File: config.mk
export PLATFORM = sky130hd
export DESIGN_NAME = game_board_flat
export DESIGN_NICKNAME = d
export VERILOG_FILES = /design/src/rtl/game_board_pkg.sv /design/src/rtl/game_board_if.sv /design/src/rtl/game_board_turn_timer.sv /design/src/rtl/game_board.sv /design/src/flat_wrapper.sv
export SDC_FILE = /design/constraint.sdc
export NUM_CORES = 1
export LEC_CHECK = 0
export CAP_MARGIN = 20
export CORE_UTILIZATION = 54
export CTS_BUF_LIST = sky130_fd_sc_hd__clkbuf_4
export DETAILED_ROUTE_END_ITERATION = 10
export PLACE_DENSITY = 0.95
export RECOVER_POWER = 25
export SLEW_MARGIN = 25
export SYNTH_ARGS = -nofsm -noshare
export SYNTH_HDL_FRONTEND = slang
export SYNTH_SLANG_ARGS = --single-unit
export TNS_END_PERCENT = 10
File: constraint.sdc
create_clock -name clk -period 4.6 [get_ports clk]
set_input_delay 0.92 -clock clk [delete_from_list [all_inputs] [get_ports clk]]
set_output_delay 0.92 -clock clk [all_outputs]
set_load 0.005 [all_outputs]
File: src/rtl/game_board_pkg.sv
// Shared definitions for the tic-tac-toe game board controller.
//   SQ_EMPTY/SQ_P1/SQ_P2 : 2-bit square encodings
//   NUM_SQUARES          : board size (3x3, row-major, squares 1..9)
//   state_t              : controller FSM states
//   player_mark()        : square encoding written by a given mover
package ttt_pkg;

  localparam int NUM_SQUARES = 9;

  localparam logic [1:0] SQ_EMPTY = 2'b00;
  localparam logic [1:0] SQ_P1    = 2'b01;
  localparam logic [1:0] SQ_P2    = 2'b10;

  typedef enum logic [1:0] {
    ST_PLAY  = 2'd0,
    ST_CHECK = 2'd1,
    ST_WIN   = 2'd2,
    ST_DRAW  = 2'd3
  } state_t;

  // current_player 0 moves as player 1, 1 moves as player 2
  function automatic logic [1:0] player_mark(input logic player);
    return player ? SQ_P2 : SQ_P1;
  endfunction

endpackage

File: src/rtl/game_board_if.sv
// Move/board bus between the game board and its environment.
//   master : drives new_game, move_valid, move_square, player_win
//   slave  : the board; drives square_N_status, current_player, move_ack,
//            move_err, move_count, game_over, winner_id, draw
interface game_board_if;
  logic       new_game;
  logic       move_valid;
  logic [3:0] move_square;
  logic       player_win;
  logic [1:0] square_1_status, square_2_status, square_3_status;
  logic [1:0] square_4_status, square_5_status, square_6_status;
  logic [1:0] square_7_status, square_8_status, square_9_status;
  logic       current_player;
  logic       move_ack;
  logic       move_err;
  logic [3:0] move_count;
  logic       game_over;
  logic [1:0] winner_id;
  logic       draw;

  modport master (
    output new_game, move_valid, move_square, player_win,
    input  square_1_status, square_2_status, square_3_status,
           square_4_status, square_5_status, square_6_status,
           square_7_status, square_8_status, square_9_status,
           current_player, move_ack, move_err, move_count,
           game_over, winner_id, draw
  );

  modport slave (
    input  new_game, move_valid, move_square, player_win,
    output square_1_status, square_2_status, square_3_status,
           square_4_status, square_5_status, square_6_status,
           square_7_status, square_8_status, square_9_status,
           current_player, move_ack, move_err, move_count,
           game_over, winner_id, draw
  );
endinterface

File: src/rtl/game_board_turn_timer.sv
// Per-turn idle timer (present only when MOVE_TIMEOUT_EN is defined).
// Down-counter loaded with TIMEOUT_CYCLES-1; fires on terminal count.
//   clk      : system clock
//   clr      : synchronous active-high clear (reload)
//   i_run    : count this cycle (in PLAY with no accepted move)
//   o_expire : one-cycle turn forfeit, counter reloads on the same edge
`ifdef MOVE_TIMEOUT_EN
module turn_timer #(
  parameter logic [31:0] TIMEOUT_CYCLES = 32'd100_000_000
) (
  input  logic clk,
  input  logic clr,
  input  logic i_run,
  output logic o_expire
);
  logic [31:0] r_cnt;

  assign o_expire = i_run && (r_cnt == 32'd0);

  // Any cycle not counting reloads, so each entry to PLAY starts a full turn
  always_ff @(posedge clk) begin
    if (clr || !i_run || o_expire) r_cnt <= TIMEOUT_CYCLES - 32'd1;
    else                           r_cnt <= r_cnt - 32'd1;
  end
endmodule
`endif

File: src/rtl/game_board.sv
// Tic-tac-toe board controller: validates moves, stores the board, tracks
// the player to move and resolves WIN/DRAW from the external win flag.
//   clk, clr : system clock, synchronous active-high reset
//   bus      : game_board_if.slave (move request in, board/status out)
// Optional feature macro MOVE_TIMEOUT_EN adds the turn_timer forfeit after
// TIMEOUT_CYCLES idle cycles in PLAY.
//
//   state | meaning
//   PLAY  | waiting for a move from current_player
//   CHECK | one cycle: sample player_win against the updated board
//   WIN   | game over, last mover won; holds until clr/new_game
//   DRAW  | game over, board full, no line; holds until clr/new_game
module game_board
  import ttt_pkg::*;
#(
  parameter logic [31:0] TIMEOUT_CYCLES = 32'd100_000_000
) (
  input  logic       clk,
  input  logic       clr,
  game_board_if.slave bus
);
  state_t     r_state, w_state_nxt;
  logic [1:0] r_board [1:NUM_SQUARES];
  logic       r_player;
  logic [3:0] r_count;
  logic       r_ack, r_err;
  logic       w_target_free, w_accept, w_reject, w_toggle, w_expire;
  logic       w_restart;

  assign w_restart = clr || bus.new_game;

  // Out-of-range indices (0, 10..15) never match, so they read as occupied
  always_comb begin
    w_target_free = 1'b0;
    for (int i = 1; i <= NUM_SQUARES; i++)
      if (bus.move_square == 4'(i)) w_target_free = (r_board[i] == SQ_EMPTY);
  end

  always_ff @(posedge clk) begin
    if (w_restart) r_state <= ST_PLAY;
    else           r_state <= w_state_nxt;
  end

  always_comb begin
    w_state_nxt = r_state;
    w_accept    = 1'b0;
    w_reject    = 1'b0;
    w_toggle    = 1'b0;
    case (r_state)
      ST_PLAY: begin
        if (bus.move_valid) begin
          if (w_target_free) begin
            w_accept    = 1'b1;
            w_state_nxt = ST_CHECK;
          end else begin
            w_reject = 1'b1;
          end
        end
      end
      // Win is tested before the full-board check so a ninth-move line wins
      ST_CHECK: begin
        if (bus.player_win)                     w_state_nxt = ST_WIN;
        else if (r_count == 4'(NUM_SQUARES))    w_state_nxt = ST_DRAW;
        else begin
          w_state_nxt = ST_PLAY;
          w_toggle    = 1'b1;
        end
      end
      ST_WIN, ST_DRAW: w_state_nxt = r_state;
      default:         w_state_nxt = ST_PLAY;
    endcase
  end

`ifdef MOVE_TIMEOUT_EN
  logic w_timer_run;
  assign w_timer_run = (r_state == ST_PLAY) && !w_accept;

  turn_timer #(.TIMEOUT_CYCLES(TIMEOUT_CYCLES)) u_turn_timer (
    .clk      (clk),
    .clr      (w_restart),
    .i_run    (w_timer_run),
    .o_expire (w_expire)
  );
`else
  assign w_expire = 1'b0;
  // Parameter is kept so instantiations are identical with or without the timer
  if (TIMEOUT_CYCLES == 32'd0) begin : g_timeout_unused
  end
`endif

  always_ff @(posedge clk) begin
    if (w_restart) begin
      for (int i = 1; i <= NUM_SQUARES; i++) r_board[i] <= SQ_EMPTY;
      r_player <= 1'b0;
      r_count  <= 4'd0;
      r_ack    <= 1'b0;
      r_err    <= 1'b0;
    end else begin
      r_ack <= w_accept;
      r_err <= w_reject || w_expire;
      if (w_accept) begin
        for (int i = 1; i <= NUM_SQUARES; i++)
          if (bus.move_square == 4'(i)) r_board[i] <= player_mark(r_player);
        r_count <= r_count + 4'd1;
      end
      if (w_toggle || w_expire) r_player <= ~r_player;
    end
  end

  assign bus.square_1_status = r_board[1];
  assign bus.square_2_status = r_board[2];
  assign bus.square_3_status = r_board[3];
  assign bus.square_4_status = r_board[4];
  assign bus.square_5_status = r_board[5];
  assign bus.square_6_status = r_board[6];
  assign bus.square_7_status = r_board[7];
  assign bus.square_8_status = r_board[8];
  assign bus.square_9_status = r_board[9];
  assign bus.current_player  = r_player;
  assign bus.move_ack        = r_ack;
  assign bus.move_err        = r_err;
  assign bus.move_count      = r_count;
  assign bus.game_over       = (r_state == ST_WIN) || (r_state == ST_DRAW);
  assign bus.draw            = (r_state == ST_DRAW);
  // In WIN the player register still holds the last mover
  assign bus.winner_id       = (r_state == ST_WIN) ? player_mark(r_player) : SQ_EMPTY;
endmodule

File: src/flat_wrapper.sv
// flat-port wrapper written by rule: the top's interface ports become plain ports
module game_board_flat import ttt_pkg::*;
#(
  parameter logic [31:0] TIMEOUT_CYCLES = 32'd100_000_000
)
  (clk, clr, bus_new_game, bus_move_valid, bus_move_square, bus_player_win, bus_square_1_status, bus_square_2_status, bus_square_3_status, bus_square_4_status, bus_square_5_status, bus_square_6_status, bus_square_7_status, bus_square_8_status, bus_square_9_status, bus_current_player, bus_move_ack, bus_move_err, bus_move_count, bus_game_over, bus_winner_id, bus_draw);
  game_board_if bus_i ();
  input  logic clk;
  input  logic clr;
  input wire logic [$bits(bus_i.new_game)-1:0] bus_new_game;
  input wire logic [$bits(bus_i.move_valid)-1:0] bus_move_valid;
  input wire logic [$bits(bus_i.move_square)-1:0] bus_move_square;
  input wire logic [$bits(bus_i.player_win)-1:0] bus_player_win;
  output wire logic [$bits(bus_i.square_1_status)-1:0] bus_square_1_status;
  output wire logic [$bits(bus_i.square_2_status)-1:0] bus_square_2_status;
  output wire logic [$bits(bus_i.square_3_status)-1:0] bus_square_3_status;
  output wire logic [$bits(bus_i.square_4_status)-1:0] bus_square_4_status;
  output wire logic [$bits(bus_i.square_5_status)-1:0] bus_square_5_status;
  output wire logic [$bits(bus_i.square_6_status)-1:0] bus_square_6_status;
  output wire logic [$bits(bus_i.square_7_status)-1:0] bus_square_7_status;
  output wire logic [$bits(bus_i.square_8_status)-1:0] bus_square_8_status;
  output wire logic [$bits(bus_i.square_9_status)-1:0] bus_square_9_status;
  output wire logic [$bits(bus_i.current_player)-1:0] bus_current_player;
  output wire logic [$bits(bus_i.move_ack)-1:0] bus_move_ack;
  output wire logic [$bits(bus_i.move_err)-1:0] bus_move_err;
  output wire logic [$bits(bus_i.move_count)-1:0] bus_move_count;
  output wire logic [$bits(bus_i.game_over)-1:0] bus_game_over;
  output wire logic [$bits(bus_i.winner_id)-1:0] bus_winner_id;
  output wire logic [$bits(bus_i.draw)-1:0] bus_draw;
  assign bus_i.new_game = bus_new_game;
  assign bus_i.move_valid = bus_move_valid;
  assign bus_i.move_square = bus_move_square;
  assign bus_i.player_win = bus_player_win;
  assign bus_square_1_status = bus_i.square_1_status;
  assign bus_square_2_status = bus_i.square_2_status;
  assign bus_square_3_status = bus_i.square_3_status;
  assign bus_square_4_status = bus_i.square_4_status;
  assign bus_square_5_status = bus_i.square_5_status;
  assign bus_square_6_status = bus_i.square_6_status;
  assign bus_square_7_status = bus_i.square_7_status;
  assign bus_square_8_status = bus_i.square_8_status;
  assign bus_square_9_status = bus_i.square_9_status;
  assign bus_current_player = bus_i.current_player;
  assign bus_move_ack = bus_i.move_ack;
  assign bus_move_err = bus_i.move_err;
  assign bus_move_count = bus_i.move_count;
  assign bus_game_over = bus_i.game_over;
  assign bus_winner_id = bus_i.winner_id;
  assign bus_draw = bus_i.draw;
  game_board #(.TIMEOUT_CYCLES(TIMEOUT_CYCLES)) u_core (.clk(clk), .clr(clr), .bus(bus_i));
endmodule
After elaboration in Yosys (flattened, before gate mapping):

Memory sizes are Yosys's and may differ from the RTL's.
Index checks and enable logic that the tools add are counted.
W data, S select, Z words.

* RAM bits: 18
* input bits: 9
* memories: 1
* output and inout bits: 29
* word-level logic and storage cells: 120
* register bits after elaboration: 9

Memories
* u_core.r_board: words 9, width 2, read ports 9, clocked after Yosys merged registers in 0, write ports 9, RTL line game_board.sv:23 `logic [1:0] r_board [1:NUM_SQUARES];`

* reductions and logical operators: 15
* add/subtract/negate cells: 1
* bitwise operators: 13
* equal/unequal tests: 15
* mux-type cells: 70

Operators by type and width (number)
* $mux W1: 54
* $mux W2: 15
* $logic_not A2 Y1: 10
* $eq A4 B3 Y1 const B: 4
* $eq A4 B4 Y1 const B: 3
* $or A1 B1 Y1: 9
* $eq A4 B2 Y1 const B: 2
* $add A4 B1 Y4 const B: 1
* $eq A2 B2 Y1 const B: 2
* $eq A4 B1 Y1 const B: 1
* $not A1 Y1: 4
* $pmux W2 S2: 1
* $reduce_and A3 Y1: 1
* $reduce_or A3 Y1: 1
* $eq A2 B1 Y1 const B: 1
* $logic_or A1 B1 Y1: 2
* $ne A2 B1 Y1 const B: 1
* $ne A2 B2 Y1 const B: 1
* $reduce_or A2 Y1: 1

Longest topological paths before layout:

Gate-level depths: netlist of run 1.
An unclocked memory read counts as a cell.

* depth in word-level cells: 18
* gate-level depth with buffers: 7
* gate-level depth less buffers: 7

Worst setup path before layout of run 1:

OpenSTA, ideal clock, no wires.

* path type: input -> register
* start: input port bus_move_square[2]
* end: memory u_core.r_board[2][0], enable pin
* stages: 7
* slack: 1681 ps
* arrival: 2605 ps
* path buffers: 2
* setup time: 314 ps
* required time: 4286 ps
* path through: buf_2 or4_1 a211o_1 a32oi_4 nor2_4 buf_6 o21ai_1

RTL lines
* from (decl): RTL line flat_wrapper.sv:12 `input wire logic [$bits(bus_i.move_square)-1:0] bus_move_square;`
* to (decl): RTL line game_board.sv:23

==> summary.md, run 1 <==
| Metric | Value |
|---|---|
| Drc violations | `0` |
| CP endpoint | `u_core.r_board[8][0]` |
| Core Util, Final | `0.739` |
| Post-cts hold buffer count | `0` |
| Sequential area share after synthesis | `0.476` |
| Slew Limit Headroom | `0.396` |
| Outcome | `completed` |
| Mapped Nets | `approximately 150` |
| GRT Total Usage | `0.273` |
| Max-Cap Viols | `0` |
| RSZ-0062 raised after global routing | `no` |
| Min-delay worst type | `flop to flop` |
| CTS buffer count | `3` |
| H-tree Lvls | `1` |
| Crit start category | `input port` |
| Crit-path max cell delay | `around 0.59 ns` |
| CTS tree | `done` |
| Initial DRC Count | `29` |
| Non-filler instance count after layout | `just under 200` |
| Slowest stage cell, crit path | `or4_1` |
| Seq cells post-synth | `27` |
| Starting Density | `0.590` |
| DIE WIDTH | `55.0 um` |
| NumNets Final | `180` |
| Grt ovf | `0` |
| WP depth | `6` |
| Post-synthesis cell type count | `45` |
| Cell Rows | `18` |
| Number of diodes | `0` |
| PortBufs | `37` |
| Antenna violations before repair | `0` |
| Placed cell count | `approximately 190` |
| Vert. Die Dim | `roughly 55 um` |
| Critical path fanouts, max | `13` |
| Via density | `6.30` |
| Post-synth ARST share | `0` |
| Worst-Margin Slew | `just over 0.9 ns` |
| Die area | `around 0.003 mm2` |
| Vias in the first global route | `approximately 1,200` |
| Leakage | `around 0.00067 uW` |
| Synth cell count leaders | `18 x edfxtp_1, 10 x nor2_1, 10 x o21ai_1` |
| Clock skew | `0.00299 ns` |
| Worst reg-to-reg setup slack | `roughly 2.2 ns` |
| Root buffer cell | `clkbuf_4` |
| DRT antenna net count | `0` |
| Worst Path Arrival | `3.23 ns` |
| Share of cells above drive strength 1 | `0.149` |
| Crit Path Class | `input port to flop` |
| WL final | `approximately 3500 um` |
| CP top delay family | `compound AO/OA/AOI/OAI gates` |
| First-pass GRT wire length | `approximately 5700 um` |
| Top Ports | `38` |
| Number of synthesized flops with an enable pin | `18` |
| GPL Wtd Cong | `0.905` |
| Clock sink total | `27` |
| Max Fclk | `~310 MHz` |
| Most common cell in the netlist | `edfxtp_1` |
| Avg Inst Size Synth | `approximately 11 um2` |
| Worst-Skew Late Latency | `~0.32 ns` |
| CP endpoint kind | `flop` |
| Area Overhead vs Synth | `25.4%` |
| VDD IR-drop max | `about 0.21 mV` |
| Clock transition at path regs | `~0.15 ns` |
| Tcrit/Tclk final | `0.695` |
| Crit path required time | `4.64 ns` |
| Core Footprint | `0.00257 mm2` |
| Fin. Hold Viols | `0` |
| Synthesized instance count | `roughly 140` |
| Prevailing post-synth register cell | `edfxtp_1` |
| Synth area leader | `edfxtp_1` |
| Total negative slack | `0 ns` |
| Placed cell area | `approximately 0.0019 mm2` |
| Worst reg-to-reg path cell count | `5` |
| Worst r2r src | `u_core.r_board[2][1]` |
| Buf+Inv Stages, Crit Path | `1` |
| Setup violators final | `0` |
| Critical Path Start | `bus_move_square[0]` |
| Worst reg2reg endpoint | `u_core.r_board[8][0]` |
| DP Wirelength | `approximately 2700 um` |
| Yosys top cell area share | `0.357` |
| PwrDens | `about 240 mW/mm2` |
| Count of pins over their slew limit | `0` |
| Largest net degree at the start of global routing | `20` |
| Bufs on Longest Clock Path | `2` |
| Area contributors post-synth | `edfxtp_1 36%, dfxtp_1 12%, nor3_2 6.0%` |
| DR pass1 iterations | `4` |
| Post-route cell area | `around 0.0019 mm2` |
| Routed WL per cell | `~18 um` |
| Pre-CTS setup slack | `approximately 1.1 ns` |
| # resized after CTS | `0` |
| Post-CTS Repair Setup Buffers | `0` |
| Ys Warns | `0` |
| Vias | `between 1,000 and 1,500` |
| CP cell instances | `clkdlybuf4s50_1 > or4_1 > a211o_1 > a32oi_4 > o21ai_4 > o21ai_1` |
| Final WS setup | `1.40 ns` |
| Synthesized area | `between 0.0015 and 0.002 mm2` |
| Tmin final | `3.20 ns` |
-- sequential cells by signal, indices dropped and copies added (netlist names) --
register	cells
u_core.bus.current_player	1
u_core.bus.move_ack	1
u_core.bus.move_count	4
u_core.bus.move_err	1
u_core.r_board	18
u_core.r_state	2
-- cell usage in the layout (no fill, tap or decap), drive strengths merged, types with 2 or more instances in the layout --
master and instances:
nor3 9, nand2 7, dlygate4sd3 17, or2 2
o21ai 13, nor2b 2, inv 3, o31ai 2
clkdlybuf4s50 20, clkbuf 4, ha 2, or3 4
nand2b 3, nor3b 3, nor4 10, edfxtp 18
dfxtp 9, nand3b 2, nor2 11, mux2i 3
a21oi 2, nand3 4, and2 2
-- power breakdown --
part           total [uW]  internal, uW  switching (uW)
Sequential            273           266            6.07
Clock                 111          39.8            71.3
Combinational        72.9          31.6            41.4
Total                 457           338             119
-- logic make-up (layout without fill, tap and decap cells) --
family	after synthesis	after routing	share of synthesized area
AO/OA/AOI/OAI	25	25	0.135
XOR/XNOR	1	1	0.00579
adder cells (fa/ha/maj)	2	2	0.0165
buffers and inverters	13	45	0.0479
flip-flops	27	27	0.476
multiplexers	3	3	0.0198
AND/OR/NAND/NOR	65	65	0.299
-- routing by layer --
layer / global-route usage / wire (um) / vias up
li1: - / - / 584
met5: 0 / 0 / -
met3: 0.0437 / 176 / 8
met2: 0.436 / 1790 / 55
met4: 0.104 / 65 / 0
met1: 0.372 / 1470 / 601
-- metrics by stage --
| stage | power [uW] | hold WS, ns |
|---|---|---|
| 6_report | 457 | 0.519 |
| 4_1_cts | 457 | 0.524 |
| 2_1_floorplan | 323 | 0.475 |
| 3_5_place_dp | 353 | 0.506 |
| 5_1_grt | 472 | 0.549 |
| 3_3_place_gp | 349 | 0.480 |
-- worst min-delay path by stage --
stage                     depth (start not counted)  slack (ns)                        to                     start
final                                             2        0.52  u_core.bus.move_count[2]  u_core.bus.move_count[2]
after global routing                              2        0.55  u_core.bus.move_count[2]  u_core.bus.move_count[2]
after CTS                                         2        0.52  u_core.bus.move_count[2]  u_core.bus.move_count[2]
after detailed placement                          2        0.51  u_core.bus.move_count[2]  u_core.bus.move_count[2]
after global placement                            2        0.48  u_core.bus.move_count[3]  u_core.bus.move_count[3]
after floorplan                                   2        0.48  u_core.bus.move_count[3]  u_core.bus.move_count[3]
-- worst reg2reg max path: stages, from the launching register on --
cell and delay (ns):
edfxtp_1 0.46, or4_1 0.49, a211o_1 0.31, a32oi_4 0.37, o21ai_4 0.19, o21ai_1 0.26
-- final cells by class --
cell class / count / area, um2
sequential: 27 / 721
multi-input combinational: 96 / 721
fill: 185 / 669
timing repair buffer: 38 / 378
tap: 30 / 37.5
clock buffer: 4 / 30.0
inverter: 3 / 11.3
Power figures use the tool's default switching activity.
==> run 2, diff against run 1 <==
- CORE_UTILIZATION: 54 -> 46
- PLACE_DENSITY: 0.95 -> 0.89
- clock period: 4.6 -> 2.8 ns (I/O delays scaled with it)
==> summary.md, run 2 (synthesized netlist as in run 1, its figures left out) <==
| Metric | Value |
|---|---|
| Number of diodes | `0 (unchanged)` |
| H-tree Lvls | `1 (unchanged)` |
| RSZ-0062 raised after global routing | `no (unchanged)` |
| Most common cell after layout, fill and taps aside | `clkdlybuf4s50_1 (unchanged)` |
| Grt ovf | `0 (unchanged)` |
| Post-cts hold buffer count | `0 (unchanged)` |
| GPL Wtd Cong | `0.851 (was 0.905)` |
| Core Footprint | `0.00308 mm2 (was 0.00257 mm2)` |
| # resized after CTS | `0 (unchanged)` |
| CTS tree | `done (unchanged)` |
| Clock transition at path regs | `0.14 ns (was 0.15 ns)` |
| Vias in the first global route | `1,251 (was 1,197)` |
| Worst-Margin Slew | `0.963 ns (was 0.906 ns)` |
| Crit path required time | `2.83 ns (was 4.64 ns)` |
| Share of cells above drive strength 1 | `0.223 (was 0.149)` |
| PortBufs | `37 (unchanged)` |
| Max-Cap Viols | `0 (unchanged)` |
| Final WS setup | `0.275 ns (was 1.40 ns)` |
| Die area | `0.00352 mm2 (was 0.00302 mm2)` |
| Routed WL per cell | `14.6 um (was 17.7 um)` |
| Pre-CTS setup slack | `-0.0828 ns (was 1.07 ns)` |
| Starting Density | `0.492 (was 0.590)` |
| DR pass1 iterations | `4 (unchanged)` |
| DRT antenna net count | `0 (unchanged)` |
| Outcome | `completed (unchanged)` |
| Area Overhead vs Synth | `34.3% (was 25.4%)` |
| Cell Rows | `20 (was 18)` |
| Max reg flops | `18 (unchanged)` |
| Total negative slack | `0 ns (unchanged)` |
| WL final | `3340 um (was 3510 um)` |
| Antenna violations before repair | `0 (unchanged)` |
| Tcrit/Tclk final | `0.902` |
| VDD IR-drop max | `0.194 mV (was 0.214 mV)` |
| Largest register by flop count | `u_core.r_board (unchanged)` |
| CTS buffer count | `3 (unchanged)` |
| Post-CTS Repair Setup Buffers | `0 (unchanged)` |
| Crit Path Class | `input port to flop (unchanged)` |
| DP Wirelength | `2550 um (was 2670 um)` |
| Core Util, Final | `0.661 (was 0.739)` |
| Setup violators final | `0 (unchanged)` |
| Clock skew | `0.00116 ns (was 0.00299 ns)` |
| First-pass GRT wire length | `5640 um (was 5690 um)` |
| Min-delay worst type | `flop to flop (unchanged)` |
| DIE WIDTH | `59.4 um (was 55.0 um)` |
| Vias | `1,245 (was 1,248)` |
| Commonest non-fill, non-tap cells in the layout | `20 x clkdlybuf4s50_1, 18 x edfxtp_1, 17 x dlygate4sd3_1, 17 x buf_4 (was 20 x clkdlybuf4s50_1, 18 x edfxtp_1, 17 x dlygate4sd3_1, 10 x nor2_1, 10 x o21ai_1)` |
| Worst-Skew Late Latency | `0.31 ns (was 0.32 ns)` |
| Vert. Die Dim | `59.4 um (was 55.0 um)` |
| PwrDens | `369 mW/mm2 (was 241 mW/mm2)` |
| Bufs on Longest Clock Path | `2 (unchanged)` |
| Slew Limit Headroom | `0.358 (was 0.396)` |
| Count of pins over their slew limit | `0 (unchanged)` |
| Leakage | `0.000741 uW (was 0.000668 uW)` |
| Clock sink total | `27 (unchanged)` |
| Critical path fanouts, max | `18 (was 13)` |
| Via density | `5.46 (was 6.30)` |
| Tmin final | `roughly 2.5 ns` |
| Fin. Hold Viols | `0 (unchanged)` |
| GRT Total Usage | `0.213 (was 0.273)` |
| Root buffer cell | `clkbuf_4 (unchanged)` |
| Initial DRC Count | `43 (was 29)` |
| Crit start category | `input port (unchanged)` |
| Worst Path Arrival | `2.56 ns (was 3.23 ns)` |
| Top Ports | `38 (unchanged)` |
| Drc violations | `0 (unchanged)` |
| Largest net degree at the start of global routing | `19 (was 20)` |
| NumNets Final | `196 (was 180)` |
| CP endpoint kind | `flop (unchanged)` |
| Max Fclk | `about 400 MHz` |
## run 2: through the flow
stage	std cells	hold slack, ns	cell area [um2]	total power, uW
after global placement	224	0.475	2010	593
after floorplan	136	0.475	1510	530
after detailed placement	224	0.499	2010	599
after global routing	228	0.553	2030	784
final	228	0.521	2030	751
after CTS	228	0.526	2030	759
## run 2: final cells by class
type / count / area (um2)
clock buffers: 3 / 22.5
clock inverters: 1 / 5.00
fillers: 249 / 1040
inverters: 3 / 11.3
multi-input cells: 96 / 721
flip-flops and latches: 27 / 721
well taps: 44 / 55.1
repair buffers: 54 / 498
## run 2: per-layer routing
layer,GRT usage,routed length (um),vias up
met3,0.0218,186,6
met1,0.271,1390,577
li1,-,-,612
met2,0.374,1720,50
met4,0.0782,44,0
met5,0,0,-
## run 2: power by group
group	switching (uW)	internal, uW	leakage (uW)
combinational	70.6	68.2	0.000449
sequential	9.23	438	0.000273
clock	111	53.4	0.0000177
## run 2: final timing paths
| kind | startpoint | endpoint | slack, ns | cells past startpoint |
|---|---|---|---|---|
| worst min-delay path | u_core.bus.move_count[3] | u_core.bus.move_count[3] | 0.52 | 2 |
| worst min register to register | u_core.bus.move_count[3] | u_core.bus.move_count[3] | 0.52 | 2 |
| worst max-delay path | bus_move_square[2] | u_core.r_board[6][0] | 0.27 | 6 |
| worst max register to register | u_core.r_board[2][1] | u_core.r_board[6][0] | 0.57 | 5 |
## run 2: critical path, stage by stage
cell	delay, ns
clkdlybuf4s50_1	0.45
or4_1	0.51
a211o_1	0.30
a32oi_4	0.33
nor2_4	0.15
o21ai_1	0.24
==> run 3, diff against run 2 <==
- CAP_MARGIN: 20 -> unset
==> results of run 3 <==
Same layout as run 2: the final DEF is identical, and so are final timing and power.
